`src/rtl/ppi_psg_sequencer_pkg.sv`:
```
// Shared types and constants for the PPI/PSG command sequencer.
//   op_e       : high-level command opcodes
//   BC_*       : BDIR/BC1 codes placed in port C bits [7:6]
//   step_e     : individual PPI register cycles a command is built from
//   step_of()  : maps (opcode, step index) to the step to perform
//   step_count(): number of steps an opcode runs
package ppi_seq_pkg;

    typedef enum logic [1:0] {
        OP_PSG_WR = 2'b00,
        OP_PSG_RD = 2'b01,
        OP_KBD_RD = 2'b10,
        OP_RSVD   = 2'b11
    } op_e;

    // {BDIR, BC1}
    localparam logic [1:0] BC_LATCH = 2'b11;
    localparam logic [1:0] BC_WRITE = 2'b10;
    localparam logic [1:0] BC_READ  = 2'b01;
    localparam logic [1:0] BC_INACT = 2'b00;

    typedef enum logic [3:0] {
        SET_MODE_OUT,
        WR_A_REG,
        C_LATCH,
        C_INACT,
        WR_A_DATA,
        C_WRITE,
        SET_MODE_IN,
        C_READ,
        RD_A,
        RESTORE_MODE,
        RESTORE_C
    } step_e;

    localparam logic [7:0] RESET_MODE  = 8'h9B;
    localparam logic [3:0] KBD_PSG_REG = 4'd14;

    function automatic step_e step_of(op_e op, logic [3:0] idx);
        step_e s;
        s = RESTORE_C;
        if (op == OP_PSG_WR) begin
            case (idx)
                4'd0:    s = SET_MODE_OUT;
                4'd1:    s = WR_A_REG;
                4'd2:    s = C_LATCH;
                4'd3:    s = C_INACT;
                4'd4:    s = WR_A_DATA;
                4'd5:    s = C_WRITE;
                4'd6:    s = C_INACT;
                4'd7:    s = RESTORE_MODE;
                default: s = RESTORE_C;
            endcase
        end else begin
            // PSG read and keyboard row read share one list
            case (idx)
                4'd0:    s = SET_MODE_OUT;
                4'd1:    s = WR_A_REG;
                4'd2:    s = C_LATCH;
                4'd3:    s = C_INACT;
                4'd4:    s = SET_MODE_IN;
                4'd5:    s = C_READ;
                4'd6:    s = RD_A;
                4'd7:    s = C_INACT;
                4'd8:    s = RESTORE_MODE;
                default: s = RESTORE_C;
            endcase
        end
        return s;
    endfunction

    function automatic logic [3:0] step_count(op_e op);
        logic [3:0] n;
        case (op)
            OP_PSG_WR: n = 4'd9;
            OP_PSG_RD: n = 4'd10;
            OP_KBD_RD: n = 4'd10;
            default:   n = 4'd0;
        endcase
        return n;
    endfunction

endpackage

```
`src/rtl/ppi_psg_sequencer_shadow.sv`:
```
// ppi_shadow: snoops CPU writes accepted by the i8255 and keeps a copy of the
// mode word and the port C latch so a sequence can put them back afterwards.
//   clk_sys, reset      : clock, synchronous active-high reset
//   wr_en               : a CPU write reaches the PPI this cycle
//   addr, data          : that write's register address and data
//   shadow_mode/shadow_c: tracked control word / port C value
module ppi_shadow
    import ppi_seq_pkg::*;
(
    input  logic       clk_sys,
    input  logic       reset,
    input  logic       wr_en,
    input  logic [1:0] addr,
    input  logic [7:0] data,
    output logic [7:0] shadow_mode,
    output logic [7:0] shadow_c
);

    always_ff @(posedge clk_sys) begin
        if (reset) begin
            shadow_mode <= RESET_MODE;
            shadow_c    <= '0;
        end else if (wr_en) begin
            case (addr)
                2'd3: begin
                    if (data[7]) begin
                        // a mode set clears all port outputs in the 8255
                        shadow_mode <= data;
                        shadow_c    <= '0;
                    end else begin
                        // port C bit set/reset
                        shadow_c[data[3:1]] <= data[0];
                    end
                end
                2'd2:    shadow_c <= data;
                default: ;
            endcase
        end
    end

endmodule

```
`src/rtl/ppi_psg_sequencer.sv`:
```
// ppi_psg_sequencer: arbitrates the i8255 register bus between the Z80 and a
// command port, expanding PSG write / PSG read / keyboard row read commands
// into atomic series of PPI register cycles.
//   clk_sys, reset                 : clock, synchronous active-high reset
//   cpu_addr/idata/cs/we/oe, wait  : CPU side of the PPI bus, stall output
//   cmd_valid/ready/op/reg/data    : command handshake
//   rsp_valid, rsp_data            : completion pulse and read result
//   ppi_addr/idata/cs/we/oe, odata : i8255 register bus
module ppi_psg_sequencer
    import ppi_seq_pkg::*;
#(
    parameter int         GAP      = 1,
    parameter logic [7:0] MODE_OUT = 8'h82,
    parameter logic [7:0] MODE_IN  = 8'h92
) (
    input  logic       clk_sys,
    input  logic       reset,
    input  logic [1:0] cpu_addr,
    input  logic [7:0] cpu_idata,
    input  logic       cpu_cs,
    input  logic       cpu_we,
    input  logic       cpu_oe,
    output logic       cpu_wait,
    input  logic       cmd_valid,
    output logic       cmd_ready,
    input  logic [1:0] cmd_op,
    input  logic [3:0] cmd_reg,
    input  logic [7:0] cmd_data,
    output logic       rsp_valid,
    output logic [7:0] rsp_data,
    output logic [1:0] ppi_addr,
    output logic [7:0] ppi_idata,
    output logic       ppi_cs,
    output logic       ppi_we,
    output logic       ppi_oe,
    input  logic [7:0] ppi_odata
);

    localparam int GW = (GAP < 2) ? 1 : $clog2(GAP);

    typedef enum logic [1:0] {IDLE, ACCESS, GAP_WAIT, RESP} state_e;

    state_e     state, state_nxt;
    op_e        op_q;
    logic [3:0] reg_q;
    logic [7:0] data_q;
    logic [3:0] step_idx;
    logic [GW-1:0] gap_cnt;

    logic [7:0] shadow_mode, shadow_c;
    step_e      cur_step;
    logic       accept, gap_last, last_step;
    logic [3:0] c_low;
    logic [5:0] c_base;

    assign cur_step  = step_of(op_q, step_idx);
    assign gap_last  = (gap_cnt == GW'(GAP - 1));
    assign last_step = (step_idx == step_count(op_q) - 4'd1);
    assign accept    = (state == IDLE) && cmd_valid && cmd_ready;

    // keyboard reads put the row on the decoder lines; otherwise keep the CPU's
    assign c_low  = (op_q == OP_KBD_RD) ? reg_q : shadow_c[3:0];
    assign c_base = {shadow_c[5:4], c_low};

    ppi_shadow u_shadow (
        .clk_sys     (clk_sys),
        .reset       (reset),
        .wr_en       ((state == IDLE) && cpu_cs && cpu_we),
        .addr        (cpu_addr),
        .data        (cpu_idata),
        .shadow_mode (shadow_mode),
        .shadow_c    (shadow_c)
    );

    // state register
    always_ff @(posedge clk_sys) begin
        if (reset) state <= IDLE;
        else       state <= state_nxt;
    end

    // next state
    always_comb begin
        state_nxt = state;
        case (state)
            IDLE:     if (accept) state_nxt = (op_e'(cmd_op) == OP_RSVD) ? RESP : ACCESS;
            ACCESS:   state_nxt = GAP_WAIT;
            GAP_WAIT: if (gap_last) state_nxt = last_step ? RESP : ACCESS;
            RESP:     state_nxt = IDLE;
            default:  state_nxt = IDLE;
        endcase
    end

    // command latch, step/gap counters, read capture
    always_ff @(posedge clk_sys) begin
        if (reset) begin
            op_q     <= OP_PSG_WR;
            reg_q    <= '0;
            data_q   <= '0;
            step_idx <= '0;
            gap_cnt  <= '0;
            rsp_data <= '0;
        end else begin
            case (state)
                IDLE: if (accept) begin
                    op_q     <= op_e'(cmd_op);
                    reg_q    <= cmd_reg;
                    data_q   <= cmd_data;
                    step_idx <= '0;
                    gap_cnt  <= '0;
                    rsp_data <= '0;
                end
                ACCESS: gap_cnt <= '0;
                GAP_WAIT: begin
                    // i8255 registers its read data, so it is valid one cycle after oe
                    if (cur_step == RD_A && gap_cnt == '0) rsp_data <= ppi_odata;
                    if (gap_last) step_idx <= step_idx + 4'd1;
                    else          gap_cnt  <= gap_cnt + GW'(1);
                end
                default: ;
            endcase
        end
    end

    // outputs
    always_comb begin
        ppi_addr  = '0;
        ppi_idata = '0;
        ppi_cs    = 1'b0;
        ppi_we    = 1'b0;
        ppi_oe    = 1'b0;
        cmd_ready = 1'b0;
        rsp_valid = 1'b0;
        cpu_wait  = cpu_cs && (state != IDLE);
        case (state)
            IDLE: begin
                ppi_addr  = cpu_addr;
                ppi_idata = cpu_idata;
                ppi_cs    = cpu_cs;
                ppi_we    = cpu_we;
                ppi_oe    = cpu_oe;
                // CPU has priority on a same-cycle collision
                cmd_ready = !(cpu_cs && cmd_valid);
            end
            ACCESS: begin
                ppi_cs = 1'b1;
                ppi_we = 1'b1;
                case (cur_step)
                    SET_MODE_OUT: begin ppi_addr = 2'd3; ppi_idata = MODE_OUT; end
                    WR_A_REG: begin
                        ppi_addr  = 2'd0;
                        ppi_idata = {4'h0, (op_q == OP_KBD_RD) ? KBD_PSG_REG : reg_q};
                    end
                    C_LATCH:      begin ppi_addr = 2'd2; ppi_idata = {BC_LATCH, c_base}; end
                    C_INACT:      begin ppi_addr = 2'd2; ppi_idata = {BC_INACT, c_base}; end
                    WR_A_DATA:    begin ppi_addr = 2'd0; ppi_idata = data_q; end
                    C_WRITE:      begin ppi_addr = 2'd2; ppi_idata = {BC_WRITE, c_base}; end
                    SET_MODE_IN:  begin ppi_addr = 2'd3; ppi_idata = MODE_IN; end
                    C_READ:       begin ppi_addr = 2'd2; ppi_idata = {BC_READ, c_base}; end
                    RD_A: begin
                        ppi_addr = 2'd0;
                        ppi_we   = 1'b0;
                        ppi_oe   = 1'b1;
                    end
                    RESTORE_MODE: begin ppi_addr = 2'd3; ppi_idata = shadow_mode; end
                    RESTORE_C:    begin ppi_addr = 2'd2; ppi_idata = shadow_c; end
                    default: ;
                endcase
            end
            RESP:    rsp_valid = 1'b1;
            default: ;
        endcase
    end

endmodule

```
`config.mk`:
```
export PLATFORM = sky130hd
export DESIGN_NAME = ppi_psg_sequencer
export DESIGN_NICKNAME = d
export VERILOG_FILES = /design/src/rtl/ppi_psg_sequencer_pkg.sv /design/src/rtl/ppi_psg_sequencer_shadow.sv /design/src/rtl/ppi_psg_sequencer.sv
export SDC_FILE = /design/constraint.sdc
export NUM_CORES = 1
export LEC_CHECK = 0
export ABC_AREA = 1
export BUFFER_PORTS_ARGS = -buffer_cell sky130_fd_sc_hd__buf_2
export CAP_MARGIN = 20
export CORE_UTILIZATION = 35
export DETAILED_ROUTE_END_ITERATION = 10
export GPL_TIMING_DRIVEN = 0
export REMOVE_ABC_BUFFERS = 1
export SLEW_MARGIN = 20
export SYNTH_ARGS = -nofsm -noshare
export SYNTH_HDL_FRONTEND = slang
export SYNTH_SLANG_ARGS = --single-unit
```
`constraint.sdc`:
```
create_clock -name clk_sys -period 2 [get_ports clk_sys]
set_clock_uncertainty 0.05 [all_clocks]
set_input_delay 0.3 -clock clk_sys [delete_from_list [all_inputs] [get_ports clk_sys]]
set_output_delay 0.3 -clock clk_sys [all_outputs]
set_load 0.02 [all_outputs]
```
# Yosys cells after proc, flatten, opt, wreduce, memory -nomap -nowiden
# Memories as Yosys holds them, arrays and structs flattened. A register that Yosys moved wholly into a read port is not among the register bits.
# Index checks and enable logic that the tools add are counted.
# totals
reg_bits,44
romBits,96
inputBits,38
output_inout_bits,24
word_cells,104
mem_count,2
# memory_table
name,depth,width,read_ports,rd_ports_with_merged_regs,write_ports,line_no,text
(no name shown),16,4,1,1,0,ppi_psg_sequencer_pkg.sv:56,case (idx)
(no name shown),8,4,1,1,0,ppi_psg_sequencer_pkg.sv:43,case (idx)
# classes
add_sub_neg,3
magnitude_cmp,2
n_eq_ne,22
n_mux,39
bitwise,1
reduce_logical,26
# ops
op,count
$pmux W8 S10,1
$pmux W8 S2,3
$mux W4,8
$mux W8,3
$eq A4 B3 Y1 const B,4
$pmux W4 S2,2
$eq A2 B2 Y1 const B,6
$eq A4 B4 Y1 const B,3
$reduce_and A3 Y1,3
$bwmux W8,1
$eq A4 B2 Y1 const B,2
$logic_and A1 B1 Y1,8
$mux W2,4
$pmux W2 S2,2
$pmux W2 S4,1
$reduce_and A2 Y1,4
$mux W1,7
$mux W3,2
$ne A2 B2 Y1 const B,3
$pmux W1 S2,3
$reduce_bool A2 Y1,3
$reduce_or A5 Y1,1
$add A4 B1 Y4 const B,1
$eq A2 B1 Y1 const B,2
15 further kinds,16

# Depth between registers and ports, before layout
# Gate-level depths: netlist (run 1).
# logic_depth
word_depth,8
mapped_depth,13
ltp_nobuf,12

# By module
# From an unflattened synthesis (run 1), not the netlist that was laid out.
# unflattened
cells_unflattened,487
hier_area_um2,3101.7
# by_module_without_submodules
module,n_inst,cells_per_inst,area_each_um2,seq_area_each_um2
ppi_psg_sequencer,1,357,2296.0,720.7
ppi_shadow,1,130,805.8,300.3

# Worst setup path before layout (run 1)
# OpenSTA, ideal clock, no wires.
# synth_timing
path_type,register to output
start,reg step_idx[3]
end,out ppi_addr[0]
arrival_ns,1.426
t_required_ns,1.650
path_slack_ns,0.224
stages_incl_launch_ff,12
path_buffers,1
cell_sequence,dfxtp_1 -> buf_2 -> inv_1 -> nand2_1 -> nand2_1 -> nand2_2 -> nand2_2 -> clkinv_2 -> nand2_1 -> nand2_1 -> o21ai_0 -> o21ai_0
# synth_between
elab_chain_len,6
elab_cells_between_ends,14
cone_classes,7 x eq/ne; 4 x mux; 3 x reduce/logical
# synth_rtl
item,line_no,text
from (decl),ppi_psg_sequencer.sv:47,logic [3:0] step_idx;
from (signal assigned),ppi_psg_sequencer.sv:116,if (gap_last) step_idx <= step_idx + 4'd1;
$mux W4 *,ppi_psg_sequencer_pkg.sv:43,
$mux W4 *,ppi_psg_sequencer_pkg.sv:42,if (op == OP_PSG_WR) begin
$eq A4 B4 Y1 (tied with other cells),ppi_psg_sequencer.sv:147,case (cur_step)
$reduce_or A5 Y1 (no line) / $reduce_or A3 Y1 (equally long branches),--,
$pmux W2 S2 *,ppi_psg_sequencer.sv:147,
$pmux W2 S2 *,ppi_psg_sequencer.sv:134,case (state)
to (decl),ppi_psg_sequencer.sv:31,"output logic [1:0] ppi_addr,"
# Mark *: on every way between the ends. The rest lies on a longest branch, timed or not.

# Worst setup path after layout (run 1)
# layout_timing
start,reg op_q[0]
end,out ppi_idata[3]
# layout_between
elab_chain_len,5
elab_cells_between_ends,17
cone_classes,10 x eq/ne; 5 x mux; 2 x reduce/logical
# layout_rtl
item,line_no,text
from (decl),ppi_psg_sequencer.sv:44,op_e op_q;
from (signal assigned),ppi_psg_sequencer.sv:105,op_q <= op_e'(cmd_op);
$logic_not A2 Y1,ppi_psg_sequencer_pkg.sv:42,
$mux W4,ppi_psg_sequencer_pkg.sv:42,
$eq A4 B4 Y1 (tied with other cells),ppi_psg_sequencer.sv:147,
$pmux W8 S10 *,ppi_psg_sequencer.sv:147,
$pmux W8 S2 *,ppi_psg_sequencer.sv:134,
to (decl),ppi_psg_sequencer.sv:32,"output logic [7:0] ppi_idata,"
# Marks and branches as above.

==> reports/qor.yml, run 1 <==
syn-cell-area_um2: 2870
rows: 32
ys_ff_latch: 51
antenna_cells: 0
cts_buffer_depth: 2
fin_ws_ns: -0.314
hold_buffers: 0
crit_fanout: 8
final.fill_count: 839
synth_area_leaders: "dfxtp_1 (36%), nand2_1 (17%), a21oi_1 (8.4%), nand3_1 (7.5%), o21ai_0 (5.9%)"
core-area_um2: 7850
wl_per_cell_um: 13.6
root_buffer: "clkbuf_8"
synthCells: 444
vias_per_cell: 5.01
fin_tns_setup_ns: -3.05
drtAntennaViolNets: 0
nets: 557
gp_congestion: 0.865
crit_type: "reg2out"
path_clk_slew_ns: 0.10
fin_crit_sh_pct: 116
final_common_cell: "nand2_1"
critPathRequiredTime_ns: 1.65
slew_viol_final: 0
clk_latency_ns: 0.31
grt_use_total_pct: 19.8
setup_viol: 12
grt_pass1_vias: 2872
cts_made_buffers: 5
violations: "setup timing"
worst_setup_path_start_kind: "flip-flop"
rsz0062_at_grt: "true"
multiInputGateArea_um2: 1750
grt_pass1_wl_um: 13400
die_w_um: 92.5
gr-total-overflow: 0
die_h_um: 92.5
drc_errors: 0
min_period_ns: 2.31
critPathArrivalTime_ns: 1.96
drv_cap: 0
port_buffers: 61
grt_max_degree: 25
drive_above_1_share_pct: 28.4
hold_viol: 0
finalPower_mw: 2.79
ctsHtreeMaxLevel: 2
seq_area_um2: 1030
yosysWarnings: 0
slew_headroom_pct: 52.3
die_area_um2: 8560
start_util_pct: 36.6
antenna_found_initial: 0
hp-class: "in2reg"
synth-seq-area-share_pct: 35.6
ios: 62
layout_common_cells: "nand2_1 (115), buf_2 (53), a21oi_1 (48)"
ir_worst_vdd_mv: 0.321
ys_types: 35
synth_top_cell_by_area: "dfxtp_1"
drt_iter0_markers: 168
cts.sinks: 51
leakagePower_nw: 1.74
cts_tree: "done"
worstMarginPinSlew_ns: 0.715
syn2layout_area_growth_pct: 29.7
yosys.area.top_type_share_pct: 35.6
wirelength_um: 8440
vias: 3108
postSynthAreaPerCell_um2: 6.46
max_freq_ghz: 0.432
cp-end-kind: "output pin"
power_density_nw_per_um2: 751
first_pass_iters: 4
hpwl_um: 5850
status: "finished, violations left"
holdWs_ns: 0.190
metrics by stage:
step | cell area, um^2 | std cells | util [%] | setup slack (ns)
6_report | 3720 | 620 | 47.4 | -0.314
5_1_grt | 3720 | 620 | 47.4 | -0.467
4_1_cts | 3580 | 616 | 45.7 | -0.267
3_5_place_dp | 3250 | 595 | 41.4 | -0.422
3_3_place_gp | 3250 | 595 | 41.4 | -0.412
2_1_floorplan | 2820 | 432 | - | 0.197
critical path, stage by stage, from the launching register on:
cell,delay [ns]
dfxtp_4,0.38
nor2_4,0.25
nand2_1,0.10
nand2_2,0.13
nand2_4,0.06
nor2_4,0.23
nand2_1,0.09
nand2_1,0.06
nor2_1,0.04
nand3_1,0.08
nand2_1,0.06
nand2_1,0.07
buf_6,0.11
metal layers:
| metal | GRT usage (%) | vias up | part of all wire [%] | routed length (um) |
|---|---|---|---|---|
| met2 | 31.4 | 100 | 44 | 3750 |
| met1 | 27.2 | 1404 | 48 | 4060 |
| met4 | 6.12 | 0 | 0.90 | 76 |
| met5 | 0 | - | 0 | 0 |
| li1 | - | 1596 | - | - |
| met3 | 3.78 | 8 | 6.6 | 561 |
synth_stat cells (all sizes together):
cell type / instances
a21oi: 50
a22o: 1
a22oi: 1
a31oi: 1
a32o: 1
buf: 4
clkbuf: 8
clkinv: 2
dfxtp: 51
ha: 1
inv: 45
nand2: 138
nand3: 44
nand4: 6
nor2: 47
nor3: 2
o211ai: 5
o21ai: 35
or2: 1
xor2: 1
final cells by class:
class,instances,share of cell area [%]
sequential,51,27.7
clock buffer,5,1.85
inverter,47,4.77
timing repair buffer,78,14.3
multi-input combinational,335,46.9
tap,102,3.43
clock inverter,2,1.01
cell families after synthesis:
logic type,synth area share (%)
XOR/XNOR,0.305
AO/OA/AOI/OAI,18.0
buffers and inverters,7.98
adder cells (fa/ha/maj),0.436
AND/OR/NAND/NOR,37.7
flip-flops,35.6
power by group:
part	switching, mW	total, mW	internal [mW]
registers	0.0459	1.12	1.07
clock network	0.354	0.720	0.366
logic	0.590	0.958	0.368
what timing repair did:
| item | in CTS | in global routing |
|---|---|---|
| setup buffers | 14 | 3 |
| cloned | 0 | 1 |
| resized for setup | 36 | 26 |
| setup endpoints to repair | 37 | 30 |
| pin swaps | 12 | 25 |
worst paths after layout:
path	startpoint	end	slack, ns	cells after the start
setup / recovery	op_q[0]	ppi_idata[3]	-0.31	12
hold / removal	cmd_data[5]	data_q[5]	0.19	3
hold reg to reg	rsp_data[0]	rsp_data[0]	0.42	2
setup reg to reg	op_q[0]	rsp_data[0]	0.18	9
(Power assumes the default switching activity.)
==> run 2, diff against run 1 <==
- CORE_ASPECT_RATIO: default -> 1.25
- clock period: 2 -> 2.7 ns (I/O delays scaled with it)
==> run 2 against run 1 <==
  * The flow now finishes without violations
  * Register-to-register slack improved by 0.29 ns
  * Hold slack improved by 0.099 ns
  * Count of clock-buffer cells in the layout rose by 1
  * Clock power is 21% lower
  * Sequential share of layout area grew 2.4 points
  * Routed wire length down 9.8%
  * Critical endpoint is now ppi_idata[4]
  * Highest routed layer unchanged
==> reports/qor.yml, run 2 (synthesis results as in run 1) <==
port_buffers: 61  # unchanged
wirelength_um: 7610  # was 8440 um
hpwl_um: 5800  # was 5850 um
start_util_pct: 36.4  # was 36.6%
worstRegToRegCells: 8  # was 9
leakagePower_nw: 1.60  # was 1.74 nW
ir_worst_vdd_mv: 0.259  # was 0.321 mV
min_period_ns: 2.48
crit_type: "reg2out"  # unchanged
rsz0062_at_grt: "false"  # was true
drive_above_1_share_pct: 21.9  # was 28.4%
cts_buffer_depth: 2  # unchanged
drc_errors: 0  # unchanged
die_area_um2: 8570  # was 8560 um^2
max_freq_ghz: 0.403
die_h_um: 103  # was 92.5 um
met1_usage_pct: 20.0  # was 27.2%
p_int_mw: 1.27  # was 1.80 mW
power.share.sequential_pct: 42.3  # was 39.9%
hold_viol: 0  # unchanged
fin_tns_setup_ns: 0  # was -3.05 ns
slew_headroom_pct: 51.2  # was 52.3%
drt_iter0_markers: 115  # was 168
fin_area_um2: 3410  # was 3720 um^2
rows: 36  # was 32
grt_pass1_vias: 2778  # was 2872
cts_made_buffers: 5  # unchanged
hold_depth: 3  # unchanged
slew_viol_final: 0  # unchanged
clk_latency_ns: 0.31  # about the same
critPathRequiredTime_ns: 2.25  # was 1.65 ns
layout_common_cells: "nand2_1 (125), buf_2 (61), a21oi_1 (48), dfxtp_1 (48), nand3_1 (43)"  # was nand2_1 (115), buf_2 (53), a21oi_1 (48)
worstMarginPinSlew_ns: 0.732  # was 0.715 ns
worst_setup_path_start_kind: "flip-flop"  # unchanged
gp_congestion: 0.825  # was 0.865
grt_use_met3_pct: 2.70  # was 3.78%
crit_fanout: 9  # was 8
vias: 2971  # was 3108
gr-total-overflow: 0  # unchanged
first_pass_iters: 4  # unchanged
placed_area_um2: 3240  # was 3250 um^2
drtAntennaViolNets: 0  # unchanged
cp-end-kind: "output pin"  # unchanged
grt_max_degree: 25  # unchanged
ctsHtreeMaxLevel: 2  # unchanged
setup_viol: 0  # was 12
p_comb_share_pct: 28.4  # was 34.3%
drv_cap: 0  # unchanged
fin_crit_sh_pct: 91.9
rrSetupSlack_ns: 0.47  # was 0.18 ns
antenna_found_initial: 0  # unchanged
path_clk_slew_ns: 0.10  # about the same
vias_per_cell: 4.97  # was 5.01
antenna_cells: 0  # unchanged
grt_pass1_wl_um: 12700  # was 13400 um
p_clk_share_pct: 29.3  # was 25.8%
status: "complete, no violations"  # was finished, violations left
cts.sinks: 51  # unchanged
die_w_um: 83.0  # was 92.5 um
critPathArrivalTime_ns: 2.03  # was 1.96 ns
syn2layout_area_growth_pct: 18.8  # was 29.7%
switching_share_pct: 34.8  # was 35.4%
ios: 62  # unchanged
nets: 541  # was 557
cts_tree: "done"  # unchanged
busiest_layer: "met2"  # unchanged
hold_buffers: 0  # unchanged
r2r-start: "state[1]"  # was op_q[0]
wl_per_cell_um: 12.7  # was 13.6 um
worstHoldStart: "ppi_odata[7]"  # was cmd_data[5]
grt_use_total_pct: 18.3  # was 19.8%
p_sw_uw: 678  # was 990 uW
core-area_um2: 7880  # was 7850 um^2
holdPathEnd: "rsp_data[7]"  # was data_q[5]
use_met2_pct: 36.6  # was 31.4%
power_density_nw_per_um2: 572  # was 751 nW/um^2
root_buffer: "clkbuf_8"  # unchanged
final_common_cell: "nand2_1"  # unchanged
hp-class: "in2reg"  # unchanged
-- run 2: cell count changes in the layout (fill, tap and decap cells not counted), moves of 4 or more --
cell / delta
buf_2: +8
buf_6: -11
nand3_2: -4
nand2_2: -6
nand3_1: +4
buf_4: -9
nand2_1: +10
nand2_4: -4
-- run 2: what timing repair did --
action | in CTS | in global routing
setup buffers | 0 | 2
gates resized for setup | 1 | 9
setup endpoints to repair | 2 | 10
pin swaps | 0 | 2
cloned | 0 | 0
-- run 2: per-layer routing --
metal | wire [um] | vias up
met2 | 4070 | 46
met1 | 3210 | 1351
met5 | 0 | -
li1 | - | 1567
met4 | 104 | 0
met3 | 232 | 7
-- run 2: stage by stage --
| step | util (%) | cells | setup WS, ns | power, mW | hold slack (ns) |
|---|---|---|---|---|---|
| 3_3_place_gp | 41.1 | 588 | 0.221 | 1.37 | 0.392 |
| 2_1_floorplan | - | 432 | 0.804 | 1.21 | 0.379 |
| 4_1_cts | 42.7 | 596 | 0.0765 | 1.95 | 0.290 |
| 6_report | 43.2 | 598 | 0.219 | 1.95 | 0.289 |
| 5_1_grt | 43.2 | 598 | 0.0321 | 2.07 | 0.304 |
| 3_5_place_dp | 41.1 | 588 | 0.258 | 1.38 | 0.399 |
-- run 2: area by class of cell --
cell class                      count  area [um^2]
Fill cell                         855         4480
Clock inverter                      2         38.8
Inverter                           47          178
Tap cell                           95          119
Sequential cell                    51         1020
Clock buffer                        6         82.6
Multi-Input combinational cell    334         1640
Timing Repair Buffer               63          320
-- run 2: power by group through the flow --
stage	registers, mW	logic, mW	clock network [mW]
finish	0.825	0.553	0.571
global route	0.830	0.625	0.615
CTS	0.824	0.543	0.584
detailed placement	0.842	0.541	0
global placement	0.841	0.534	0
floorplan	0.838	0.375	0
-- run 2: worst max-delay path: stages, from the launching register on --
cell	delay, ns
dfxtp_2	0.35
nor2_4	0.21
nand3_1	0.12
nand2_2	0.14
nand2_1	0.13
nor2_4	0.22
buf_4	0.15
nand2_1	0.04
nand3_1	0.07
nand2_1	0.05
nand2_1	0.07
buf_2	0.16
-- run 2: worst max-delay path by stage --
stage / start / to / slack [ns]
5_1_grt: op_q[1] / ppi_idata[1] / 0.03
3_3_place_gp: state[0] / ppi_addr[1] / 0.22
6_report: op_q[1] / ppi_idata[4] / 0.22
2_1_floorplan: state[0] / ppi_addr[0] / 0.80
3_5_place_dp: state[0] / ppi_addr[1] / 0.26
4_1_cts: step_idx[3] / ppi_idata[2] / 0.08
